### src/rtl/pdp_csb_initiator_if.sv
// Host command, CSB request/response and completion signals of the PDP CSB initiator.
// The master modport is the initiator's view; slave is the view of whatever drives it.
interface pdp_csb_initiator_if;
   logic        cmd_valid;
   logic        cmd_ready;
   logic [21:0] cmd_addr;
   logic [31:0] cmd_wdat;
   logic        cmd_write;
   logic        cmd_nposted;
   logic        csb_req_pvld;
   logic        csb_req_prdy;
   logic [62:0] csb_req_pd;
   logic        csb_resp_valid;
   logic [33:0] csb_resp_pd;
   logic        rsp_valid;
   logic [31:0] rsp_rdat;
   logic        rsp_error;
   logic        rsp_timeout;
   logic        spurious;

   modport master (
      input  cmd_valid, cmd_addr, cmd_wdat, cmd_write, cmd_nposted,
      input  csb_req_prdy, csb_resp_valid, csb_resp_pd,
      output cmd_ready, csb_req_pvld, csb_req_pd,
      output rsp_valid, rsp_rdat, rsp_error, rsp_timeout, spurious
   );

   modport slave (
      output cmd_valid, cmd_addr, cmd_wdat, cmd_write, cmd_nposted,
      output csb_req_prdy, csb_resp_valid, csb_resp_pd,
      input  cmd_ready, csb_req_pvld, csb_req_pd,
      input  rsp_valid, rsp_rdat, rsp_error, rsp_timeout, spurious
   );
endinterface

### src/rtl/pdp_csb_initiator.sv
// Single-outstanding CSB request initiator for the PDP register ports, with a
// response timeout so that stubbed (never-responding) instances cannot hang the host.
module pdp_csb_initiator #(
   parameter int unsigned TIMEOUT_CYCLES = 1024
) (
   input logic                 nvdla_core_clk,
   input logic                 nvdla_core_rst,
   pdp_csb_initiator_if.master bus
);

   typedef enum logic [1:0] {
      ST_IDLE = 2'd0,
      ST_REQ  = 2'd1,
      ST_WAIT = 2'd2,
      ST_DONE = 2'd3
   } state_e;

   localparam logic [15:0] TMO_LAST = 16'(TIMEOUT_CYCLES - 1);

   // level=0, wrbe=all bytes, srcpriv=0; nposted only meaningful for writes
   function automatic logic [62:0] pack_req(input logic [21:0] addr,
                                            input logic [31:0] wdat,
                                            input logic        write,
                                            input logic        nposted);
      pack_req = {2'b00, 4'hF, 1'b0, write & nposted, write, wdat, addr};
   endfunction

   state_e      state_q, state_d;
   logic [15:0] timer_q, timer_d;
   logic [62:0] pd_q, pd_d;
   logic        cmd_ready_q;
   logic        pvld_q;
   logic        rsp_valid_q;
   logic [31:0] rsp_rdat_q, rsp_rdat_d;
   logic        rsp_error_q, rsp_error_d;
   logic        rsp_timeout_q, rsp_timeout_d;
   logic        spurious_q, spurious_d;
   logic        req_write_s;
   logic        req_posted_s;

   assign req_write_s  = pd_q[54];
   assign req_posted_s = pd_q[54] & ~pd_q[55];

   // Next-state and completion-capture logic
   always_comb begin
      state_d       = state_q;
      timer_d       = timer_q;
      pd_d          = pd_q;
      rsp_rdat_d    = rsp_rdat_q;
      rsp_error_d   = rsp_error_q;
      rsp_timeout_d = rsp_timeout_q;
      spurious_d    = spurious_q | (bus.csb_resp_valid & (state_q != ST_WAIT));
      case (state_q)
         ST_IDLE: begin
            if (bus.cmd_valid) begin
               pd_d    = pack_req(bus.cmd_addr, bus.cmd_wdat, bus.cmd_write, bus.cmd_nposted);
               state_d = ST_REQ;
            end else begin
               state_d = ST_IDLE;
            end
         end
         ST_REQ: begin
            if (bus.csb_req_prdy) begin
               if (req_posted_s) begin
                  state_d       = ST_DONE;
                  rsp_rdat_d    = 32'd0;
                  rsp_error_d   = 1'b0;
                  rsp_timeout_d = 1'b0;
               end else begin
                  state_d = ST_WAIT;
                  timer_d = 16'd0;
               end
            end else begin
               state_d = ST_REQ;
            end
         end
         ST_WAIT: begin
            // a response on the final timer cycle takes precedence over the timeout
            if (bus.csb_resp_valid) begin
               state_d       = ST_DONE;
               rsp_rdat_d    = req_write_s ? 32'd0 : bus.csb_resp_pd[31:0];
               rsp_error_d   = bus.csb_resp_pd[32] | (bus.csb_resp_pd[33] ^ req_write_s);
               rsp_timeout_d = 1'b0;
            end else if (timer_q == TMO_LAST) begin
               state_d       = ST_DONE;
               rsp_rdat_d    = 32'd0;
               rsp_error_d   = 1'b1;
               rsp_timeout_d = 1'b1;
            end else begin
               timer_d = timer_q + 16'd1;
            end
         end
         ST_DONE: begin
            state_d = ST_IDLE;
         end
         default: begin
            state_d = ST_IDLE;
         end
      endcase
   end

   // State, timer and registered outputs
   always_ff @(posedge nvdla_core_clk or posedge nvdla_core_rst) begin
      if (nvdla_core_rst) begin
         state_q       <= ST_IDLE;
         timer_q       <= 16'd0;
         pd_q          <= 63'd0;
         cmd_ready_q   <= 1'b1;
         pvld_q        <= 1'b0;
         rsp_valid_q   <= 1'b0;
         rsp_rdat_q    <= 32'd0;
         rsp_error_q   <= 1'b0;
         rsp_timeout_q <= 1'b0;
         spurious_q    <= 1'b0;
      end else begin
         state_q       <= state_d;
         timer_q       <= timer_d;
         pd_q          <= pd_d;
         cmd_ready_q   <= (state_d == ST_IDLE);
         pvld_q        <= (state_d == ST_REQ);
         rsp_valid_q   <= (state_d == ST_DONE);
         rsp_rdat_q    <= rsp_rdat_d;
         rsp_error_q   <= rsp_error_d;
         rsp_timeout_q <= rsp_timeout_d;
         spurious_q    <= spurious_d;
      end
   end

   assign bus.cmd_ready    = cmd_ready_q;
   assign bus.csb_req_pvld = pvld_q;
   assign bus.csb_req_pd   = pd_q;
   assign bus.rsp_valid    = rsp_valid_q;
   assign bus.rsp_rdat     = rsp_rdat_q;
   assign bus.rsp_error    = rsp_error_q;
   assign bus.rsp_timeout  = rsp_timeout_q;
   assign bus.spurious     = spurious_q;

endmodule

### src/flat_wrapper.sv
// flat-port wrapper written by rule: the top's interface ports become plain ports
module pdp_csb_initiator_flat 
#(
   parameter int unsigned TIMEOUT_CYCLES = 1024
)
  (nvdla_core_clk, nvdla_core_rst, bus_cmd_valid, bus_cmd_addr, bus_cmd_wdat, bus_cmd_write, bus_cmd_nposted, bus_csb_req_prdy, bus_csb_resp_valid, bus_csb_resp_pd, bus_cmd_ready, bus_csb_req_pvld, bus_csb_req_pd, bus_rsp_valid, bus_rsp_rdat, bus_rsp_error, bus_rsp_timeout, bus_spurious);
  pdp_csb_initiator_if bus_i ();
  input logic nvdla_core_clk;
  input logic nvdla_core_rst;
  input wire logic [$bits(bus_i.cmd_valid)-1:0] bus_cmd_valid;
  input wire logic [$bits(bus_i.cmd_addr)-1:0] bus_cmd_addr;
  input wire logic [$bits(bus_i.cmd_wdat)-1:0] bus_cmd_wdat;
  input wire logic [$bits(bus_i.cmd_write)-1:0] bus_cmd_write;
  input wire logic [$bits(bus_i.cmd_nposted)-1:0] bus_cmd_nposted;
  input wire logic [$bits(bus_i.csb_req_prdy)-1:0] bus_csb_req_prdy;
  input wire logic [$bits(bus_i.csb_resp_valid)-1:0] bus_csb_resp_valid;
  input wire logic [$bits(bus_i.csb_resp_pd)-1:0] bus_csb_resp_pd;
  output wire logic [$bits(bus_i.cmd_ready)-1:0] bus_cmd_ready;
  output wire logic [$bits(bus_i.csb_req_pvld)-1:0] bus_csb_req_pvld;
  output wire logic [$bits(bus_i.csb_req_pd)-1:0] bus_csb_req_pd;
  output wire logic [$bits(bus_i.rsp_valid)-1:0] bus_rsp_valid;
  output wire logic [$bits(bus_i.rsp_rdat)-1:0] bus_rsp_rdat;
  output wire logic [$bits(bus_i.rsp_error)-1:0] bus_rsp_error;
  output wire logic [$bits(bus_i.rsp_timeout)-1:0] bus_rsp_timeout;
  output wire logic [$bits(bus_i.spurious)-1:0] bus_spurious;
  assign bus_i.cmd_valid = bus_cmd_valid;
  assign bus_i.cmd_addr = bus_cmd_addr;
  assign bus_i.cmd_wdat = bus_cmd_wdat;
  assign bus_i.cmd_write = bus_cmd_write;
  assign bus_i.cmd_nposted = bus_cmd_nposted;
  assign bus_i.csb_req_prdy = bus_csb_req_prdy;
  assign bus_i.csb_resp_valid = bus_csb_resp_valid;
  assign bus_i.csb_resp_pd = bus_csb_resp_pd;
  assign bus_cmd_ready = bus_i.cmd_ready;
  assign bus_csb_req_pvld = bus_i.csb_req_pvld;
  assign bus_csb_req_pd = bus_i.csb_req_pd;
  assign bus_rsp_valid = bus_i.rsp_valid;
  assign bus_rsp_rdat = bus_i.rsp_rdat;
  assign bus_rsp_error = bus_i.rsp_error;
  assign bus_rsp_timeout = bus_i.rsp_timeout;
  assign bus_spurious = bus_i.spurious;
  pdp_csb_initiator #(.TIMEOUT_CYCLES(TIMEOUT_CYCLES)) u_core (.nvdla_core_clk(nvdla_core_clk), .nvdla_core_rst(nvdla_core_rst), .bus(bus_i));
endmodule
### config.mk
export PLATFORM = sky130hd
export DESIGN_NAME = pdp_csb_initiator_flat
export DESIGN_NICKNAME = d
export VERILOG_FILES = /design/src/rtl/pdp_csb_initiator_if.sv /design/src/rtl/pdp_csb_initiator.sv /design/src/flat_wrapper.sv
export SDC_FILE = /design/constraint.sdc
export NUM_CORES = 1
export LEC_CHECK = 0
export CAP_MARGIN = 30
export CORE_ASPECT_RATIO = 1.5
export CORE_MARGIN = 3
export CORE_UTILIZATION = 43
export DETAILED_ROUTE_END_ITERATION = 16
export GPL_TIMING_DRIVEN = 0
export PLACE_DENSITY = 0.8
export SLEW_MARGIN = 20
export SYNTH_ARGS = -nofsm -noshare
export SYNTH_HDL_FRONTEND = slang
export SYNTH_SLANG_ARGS = --single-unit
### constraint.sdc
create_clock -name nvdla_core_clk -period 4.3 [get_ports nvdla_core_clk]
set_input_delay 0.86 -clock nvdla_core_clk [delete_from_list [all_inputs] [get_ports nvdla_core_clk]]
set_output_delay 0.86 -clock nvdla_core_clk [all_outputs]
set_load 0.01 [all_outputs]
==> metrics.txt, run 1 <==
share of cells above drive strength 1 0.213; CTS Hold Bufs 0; largest net degree at the start of global routing 83; DR pass1 iterations 4; synthesized cell area between 4000 and 5000 um2; most frequent cells in the layout 192 x clkdlybuf4s50_1, 112 x dfrtp_1, 58 x mux2_2, 33 x a22o_1, 17 x clkbuf_16; f_max slightly above 400 MHz; post-DR wirelength/cell 18.5 um; first-pass GRT wire length roughly 21 mm; Die X 91.6 um; HPWL after DPL between 9 and 10 mm; fin crit share 0.578; design area approximately 7500 um2; Cell Rows between 40 and 50; fin crit period roughly 2500 ps; pwr/cell area about 730 nW/um2; Critical Path Source Type input pin; P_leak 3.24 nW; clock skew between 6 and 7 ps; commonest non-fill, non-tap cell in the layout clkdlybuf4s50_1; mean post-synth cell area approximately 14 um2; Root Driver clkbuf_16; crit end category flop; flop and latch count out of synthesis ~110; Vias/cell approximately 5.3; CTS sink cnt ~110; worst setup margin between 1500 and 2000 ps; total power 5.46 mW; Worst EP arrival between 2000 and 3000 ps; total gr overflow 0; endpoints failing setup 0; die span in y approximately 130 um; data required time of the worst path 4590 ps; Crit Path Category in -> reg; HP Class reg -> reg; status finished, final reports clean; GRT Total Usage 0.220; area post-placement 6860 um2; synth unique cells between 50 and 60; Max Slew Vio Count 0; DRC 0; worst-case clock buffer depth 2; vias in the first global route about 4.1k; clock buffer count from CTS 17; Synth Instances 345; Placed Instances roughly 700; fin cells 716; H-tree levels 4; Slew @ Worst Pin between 700 and 800 ps; Die ar. about 12,000 um2; synth warn 0; clock slew at reported path FFs roughly 50 ps; crit-path max FO 10; CTS tree yes; RSZ-0062 raised after global routing no; VDD IR-drop max 0.437 mV; Syn-to-layout area delta 58.5%; setup bufs post-CTS 0; post-CTS resize count 0; DRT iter0 DRCs around 160; final net count between 600 and 700; Final Routed Wirelength between 10 and 15 mm; Antenna diodes 0; Seq/Total Area, Yosys 0.599; final count of hold timing violations 0; FFs w/ async S/R, synth 1.00; initial core utilization 0.443; ys flop type dfrtp_1; I/O Pins between 150 and 200; Slew headroom 0.510; DP Worst Slack between 1000 and 1500 ps; Post-DRT Antenna Nets 0; Core Area between 10,000 and 15,000 um2; Post-synth EDFFs 0; Post-Route Setup TNS 0 ps; routed via count approximately 3.8k; GP Congestion around 0.87; initial antenna violation count 0; insertion delay to the later sink of the worst-skew pair ~400 ps; # Max-Cap Violations 0; Buffers on Ports between 150 and 200
[cell families after synthesis]
logic type	Yosys count	synth area share
AOI/OAI and AO/OA	76	0.129
xor gates and xnor gates	1	0.00186
adders and majority gates	1	0.00265
buffers and inverters	37	0.0461
DFF	113	0.599
muxes	60	0.143
other	1	0.000794
and+or+nand+nor	56	0.0777
[worst paths after layout]
path                                      from                   endpoint  slack (ps)  cells past startpoint
max in group asynchronous       nvdla_core_rst  u_core.bus.csb_req_pd[42]        2800                      3
hold / removal             u_core.bus.spurious        u_core.bus.spurious         460                      1
setup / recovery                 bus_cmd_valid  u_core.bus.csb_req_pd[13]        1810                      5
min in group asynchronous       nvdla_core_rst  u_core.bus.csb_req_pd[27]         800                      2
hold reg to reg            u_core.bus.spurious        u_core.bus.spurious         460                      1
setup reg to reg             u_core.timer_q[0]     u_core.bus.rsp_rdat[1]        2170                      6
[through the flow]
stage          hold slack [ps]  utilization
2_1_floorplan              485            -
5_1_grt                    510        0.703
3_3_place_gp               456        0.641
3_5_place_dp               456        0.645
4_1_cts                    467        0.703
6_report                   463        0.703
[synth_stat cells (all sizes together) (2+ instances only)]
cell type,n,area share
nor3b,4,0.0074
o21ai,3,0.0032
nand4,4,0.0085
buf,22,0.033
nand3,7,0.0085
a21oi,7,0.0074
and3,5,0.0066
mux2,58,0.14
o211ai,3,0.0048
a22o,33,0.061
mux2i,2,0.0042
a221o,3,0.0064
nor2,6,0.0048
a31oi,11,0.018
inv,10,0.0080
clkbuf,4,0.0034
nand2b,2,0.0026
o21a,4,0.0064
nor3,5,0.0077
a211o,2,0.0040
a21o,3,0.0048
nor4,5,0.0079
nand2,8,0.0064
dfrtp,112,0.59
[critical path, stage by stage]
cell and delay [ps]:
clkdlybuf4s50_1 510, nor3b_1 430, buf_2 320, buf_2 290, mux2_2 370
[cell type report]
cell class              count  area [um2]
well taps                 144         180
clock inverters            10         156
flip-flops and latches    113        2830
inverters                  10        42.5
clock buffers              22         464
plain buffers              27         180
multi-input cells         197        1680
fillers                   742        3160
repair buffers            193        1950
[power by group]
part | switching, mW | leakage, nW | total [mW] | internal, mW
Combinational | 0.872 | 1.52 | 2.18 | 1.31
Sequential | 0.273 | 1.41 | 1.81 | 1.53
Clock | 0.478 | 0.304 | 1.48 | 0.998
Total | 1.62 | 3.24 | 5.46 | 3.84
[layer usage]
metal	share of wire	wire, um	track usage	vias up
met5	0	0	0	-
met2	0.55	7300	0.390	162
met4	0.019	250	0.0822	0
met1	0.35	4670	0.246	1903
li1	-	-	-	1711
met3	0.075	997	0.0690	22
[state kept, by name, indices dropped and copies added (netlist names)]
signal / flops
u_core.bus.cmd_ready: 1
u_core.bus.rsp_error: 1
u_core.bus.csb_req_pd: 57
u_core.bus.rsp_rdat: 32
u_core.bus.spurious: 1
u_core.bus.csb_req_pvld: 1
u_core.bus.rsp_valid: 1
u_core.state_q: 2
u_core.bus.rsp_timeout: 1
u_core.timer_q: 16
No activity file was read; power rests on OpenSTA's default activity.
==> run 2: changes to the inputs <==
==> constraint.sdc (replaced) <==
create_clock -name nvdla_core_clk -period 2.5 [get_ports nvdla_core_clk]
set_input_delay 0.5 -clock nvdla_core_clk [delete_from_list [all_inputs] [get_ports nvdla_core_clk]]
set_output_delay 0.5 -clock nvdla_core_clk [all_outputs]
set_load 0.01 [all_outputs]
==> run 2 against run 1 <==
Compared with the run above: critical path depth did not move; register-to-register slack worse by 1800 ps; first-iteration DRC count is 23% higher; sequential share of layout area decreased by 0.15 points; critical path type unchanged; critical endpoint is now u_core.bus.csb_req_pd[20]; highest routed layer unchanged.
==> metrics.txt, run 2 (same netlist as run 1, synthesis figures left out) <==
H-tree levels 4; Worst EP arrival roughly 2500 ps; Core Area 10,600 um2; initial antenna violation count 0; status finished, final reports clean; Post-DRT Antenna Nets 0; Critical Path Sink u_core.bus.csb_req_pd[20]; r2r endpoint u_core.bus.rsp_rdat[20]; HPWL after DPL a little under 10 mm; die span in y approximately 130 um; Vias/cell ~5.3; setup bufs post-CTS 0; DRT iter0 DRCs 201; share of cells above drive strength 1 0.216; Syn-to-layout area delta 59.2%; Critical path origin bus_cmd_valid; fin crit period roughly 2200 ps; Final Routed Wirelength approximately 13 mm; DRC 0; insertion delay to the later sink of the worst-skew pair about 400 ps; Reg2Reg Depth 5; crit-path max FO 10; RSZ-0062 raised after global routing no; Root Driver clkbuf_16; worst-case clock buffer depth 2; HP Class reg -> reg; first-pass GRT wire length between 20 and 25 mm; Buffers on Ports around 190; Antenna diodes 0; Max Slew Vio Count 0; Die ar. 12,300 um2; clock slew at reported path FFs around 50 ps; fin crit share 0.877; total gr overflow 0; Slew @ Worst Pin a little under 700 ps; fin cells ~720; Cell Rows 46; crit end category flop; VDD IR-drop max ~0.9 mV; Placed Instances approximately 690; endpoints failing setup 0; data required time of the worst path 2780 ps; largest net degree at the start of global routing 34; final net count ~660; Die X roughly 92 um; GRT Total Usage 0.218; Critical Path Source Type input pin; CTS sink cnt 113; CTS tree yes; Crit Reg-Reg Startpoint u_core.timer_q[11]; # Max-Cap Violations 0; I/O Pins 196; post-DR wirelength/cell 18.1 um; P_leak roughly 3.2 nW; GP Congestion slightly above 0.9; Register-to-Register Setup Slack ~370 ps; most frequent cells in the layout 192 x clkdlybuf4s50_1, 112 x dfrtp_1, 58 x mux2_2, 33 x a22o_1, 17 x clkbuf_16; Crit Path Category in -> reg; vias in the first global route between 4k and 5k; clock buffer count from CTS 17; post-CTS resize count 0; DR pass1 iterations 4; Post-Route Setup TNS 0 ps; final count of hold timing violations 0; Slew headroom 0.550; initial core utilization 0.443; f_max 456 MHz; routed via count about 3.8k; CTS Hold Bufs 0; commonest non-fill, non-tap cell in the layout clkdlybuf4s50_1; pwr/cell area 1240 nW/um2; clock skew 8.81 ps; max reg flops 57
-- run 2: per-layer routing --
metal	wire, um	global-route usage
met1	4440	0.227
met5	0	0
met2	7100	0.387
met4	280	0.0822
met3	1150	0.0898
-- run 2: layout make-up --
class                   instances  area [um2]
repair buffers                195        1980
fillers                       716        3130
flip-flops and latches        113        2830
well taps                     144         180
plain buffers                  27         180
clock inverters                10         159
inverters                      10        41.3
clock buffers                  21         460
multi-input cells             197        1680
-- run 2: critical path, stage by stage --
cell,delay (ps)
clkdlybuf4s50_1,520
nor3b_1,460
buf_2,340
buf_2,290
mux2_2,370
-- run 2: stage by stage --
step	worst slack [ps]	hold slack [ps]	cell area [um2]	power [mW]	utilization
final	308	476	7510	9.35	0.706
after floorplan	629	485	4730	4.76	-
after detailed placement	-175	467	6890	6.87	0.647
after CTS	253	483	7510	9.45	0.706
after global placement	-435	445	6830	6.72	0.642
after global routing	136	490	7510	9.82	0.706
-- run 2: how the worst min path moves through the flow --
stage | cells after the start | from | slack, ps | to
after global routing | 1 | u_core.bus.spurious | 490 | u_core.bus.spurious
after floorplan | 1 | u_core.timer_q[5] | 480 | u_core.timer_q[5]
final | 1 | u_core.bus.spurious | 480 | u_core.bus.spurious
after global placement | 1 | u_core.bus.spurious | 450 | u_core.bus.spurious
after detailed placement | 1 | u_core.bus.spurious | 470 | u_core.bus.spurious
after CTS | 1 | u_core.bus.spurious | 480 | u_core.bus.spurious
-- run 2: where the power goes --
part | switching, mW | internal (mW)
logic | 1.48 | 2.25
clock network | 0.807 | 1.71
registers | 0.458 | 2.64
total | 2.75 | 6.60
==> run 3: changes to the inputs <==
--- a/config.mk
+++ b/config.mk
@@ -5,7 +5,7 @@
 export SDC_FILE = /design/constraint.sdc
 export NUM_CORES = 1
 export LEC_CHECK = 0
-export CAP_MARGIN = 30
+export CAP_MARGIN = 20
 export CORE_ASPECT_RATIO = 1.5
 export CORE_MARGIN = 3
 export CORE_UTILIZATION = 43
==> constraint.sdc (replaced) <==
create_clock -name nvdla_core_clk -period 2.07 [get_ports nvdla_core_clk]
set_input_delay 0.414 -clock nvdla_core_clk [delete_from_list [all_inputs] [get_ports nvdla_core_clk]]
set_output_delay 0.414 -clock nvdla_core_clk [all_outputs]
set_load 0.01 [all_outputs]
==> run 3 against run 2 <==
Compared with the run above: flip-flop and latch count is the same; highest routed layer unchanged; global-route usage shrank 0.45 points; setup slack lost 250 ps; worst hold slack lost 54 ps; cell count grew 0.70%; non-clock buffer count grew 5; critical path type unchanged; design area grew 0.62%; via count grew 1.5%; total power grew 19%; wire length shrank 0.32%; core utilization grew 0.43 points; largest power group unchanged.
==> metrics.txt, run 3 (same netlist as run 1, synthesis figures left out) <==
Critical path origin bus_csb_resp_valid; largest net degree at the start of global routing 34; data required time of the worst path between 2000 and 2500 ps; Worst Path Buf+Inv 2; fin crit period about 2000 ps; vias in the first global route about 4.2k; delay-heaviest family, CP compound AO/OA/AOI/OAI gates; final net count roughly 660; HPWL after DPL between 9 and 10 mm; Post-Route Setup TNS 0 ps; Crit Reg-Reg Startpoint u_core.state_q[0]; H-tree levels 4; VDD IR-drop max a little under 0.9 mV; switching share of total power 0.299; crit-path max FO 9; max reg flops 57; DRC 0; status finished, final reports clean; Final Util 0.710; Core Area between 10,000 and 15,000 um2; initial antenna violation count 0; Post-DRT Antenna Nets 0; initial core utilization 0.443; Max Slew Vio Count 0; Worst EP arrival 2290 ps; P_leak about 3.3 nW; crit end category flop; commonest non-fill, non-tap cell in the layout clkdlybuf4s50_1; Slew @ Worst Pin around 540 ps; fin cells between 700 and 800; I/O Pins approximately 200; DP Worst Slack -457 ps; post-DR wirelength/cell 17.9 um; first-pass GRT wire length roughly 20 mm; Sequential Power Share 0.336; endpoints failing setup 0; CTS tree yes; CP max stage cell clkdlybuf4s50_1; GRT Total Usage 0.213; worst setup margin about 61 ps; Antenna diodes 0; share of cells above drive strength 1 0.237; fin crit share 0.970; Clk pwr share 0.257; worst-path cell chain clkdlybuf4s50_1 -> nor3b_1 -> a41oi_1 -> a31o_2 -> buf_6 -> a221o_1; worst-case clock buffer depth 2; Vias/cell around 5.3; # Max-Cap Violations 0; DR pass1 iterations 5; Placed Instances around 690; area post-placement ~7000 um2; CTS sink cnt 113; sw power between 3 and 4 mW; Reg2Reg Depth 6; worst stage delay on the critical path between 500 and 600 ps; pwr/cell area 1480 nW/um2; r2r endpoint u_core.timer_q[13]; filler cell count between 700 and 800; Cell Rows 46; f_max about 500 MHz; Die ar. 12,300 um2; Root Driver clkbuf_16; Slew headroom 0.639; GP Congestion 0.929; insertion delay to the later sink of the worst-skew pair approximately 410 ps; DRT iter0 DRCs roughly 180; clock skew 10.5 ps; Register-to-Register Setup Slack ~61 ps; most frequent cells in the layout 192 x clkdlybuf4s50_1, 110 x dfrtp_1, 58 x mux2_2, 33 x a22o_1, 17 x clkbuf_16; total gr overflow 0; die span in y around 130 um; clock buffer count from CTS 17; Syn-to-layout area delta 60.1%; HP Class in -> async; Critical Path Source Type input pin; routed via count roughly 3.8k; Crit Path Category in -> reg; combinational share of power 0.407; internal power about 8 mW; final count of hold timing violations 0; design area about 7600 um2; clock slew at reported path FFs about 50 ps; Die X around 90 um; Final Routed Wirelength 12.9 mm; Buffers on Ports between 150 and 200; total power between 10 and 15 mW; worst hold slack 422 ps
==> run 3: cell types whose count changed in the layout (fill, tap and decap cells not counted), moves of 2 or more <==
cell	delta
dfrtp_1	-2
bufinv_16	-2
nor3b_1	-2
dfrtp_2	+2
buf_4	+5
clkbuf_8	+2
==> run 3: worst max-delay path by stage <==
stage | to | slack [ps] | cells after the start
floorplan | u_core.timer_q[14] | 230 | 5
global placement | u_core.bus.csb_req_pd[8] | -780 | 2
detailed placement | u_core.bus.csb_req_pd[20] | -460 | 5
CTS | u_core.bus.rsp_rdat[18] | 30 | 5
global route | u_core.timer_q[15] | -4 | 6
finish | u_core.timer_q[13] | 60 | 6
==> run 3: layout make-up <==
class                   count  area (um2)  area share
flip-flops and latches    113        2830       0.375
well taps                 144         180      0.0238
inverters                  10        41.3     0.00546
clock buffers              22         484      0.0641
repair buffers            200        2020       0.267
multi-input cells         197        1720       0.227
clock inverters             9         106      0.0141
plain buffers              27         181      0.0240
==> run 3: timing repair <==
item	4_1_cts	5_1_grt
pin swaps	1	1
hold endpoints to repair	0	0
hold buffers	0	0
endpoints found under the setup margin	49	37
gates resized for setup	2	7
setup buffers	3	2
==> run 3: metal layers <==
layer | wire length (um) | up-vias | track usage
met2 | 6960 | 173 | 0.376
met4 | 395 | 0 | 0.0931
met5 | 0 | - | 0
met1 | 4560 | 1893 | 0.219
met3 | 1010 | 39 | 0.0892
li1 | - | 1725 | -
==> run 3: power by group through the flow <==
| stage | logic [mW] | clock network, mW | registers [mW] |
|---|---|---|---|
| 3_3_place_gp | 4.43 | 0 | 3.69 |
| 4_1_cts | 4.57 | 2.92 | 3.74 |
| 3_5_place_dp | 4.54 | 0 | 3.76 |
| 2_1_floorplan | 1.61 | 0 | 4.14 |
| 5_1_grt | 4.83 | 3.02 | 3.87 |
| 6_report | 4.54 | 2.87 | 3.75 |
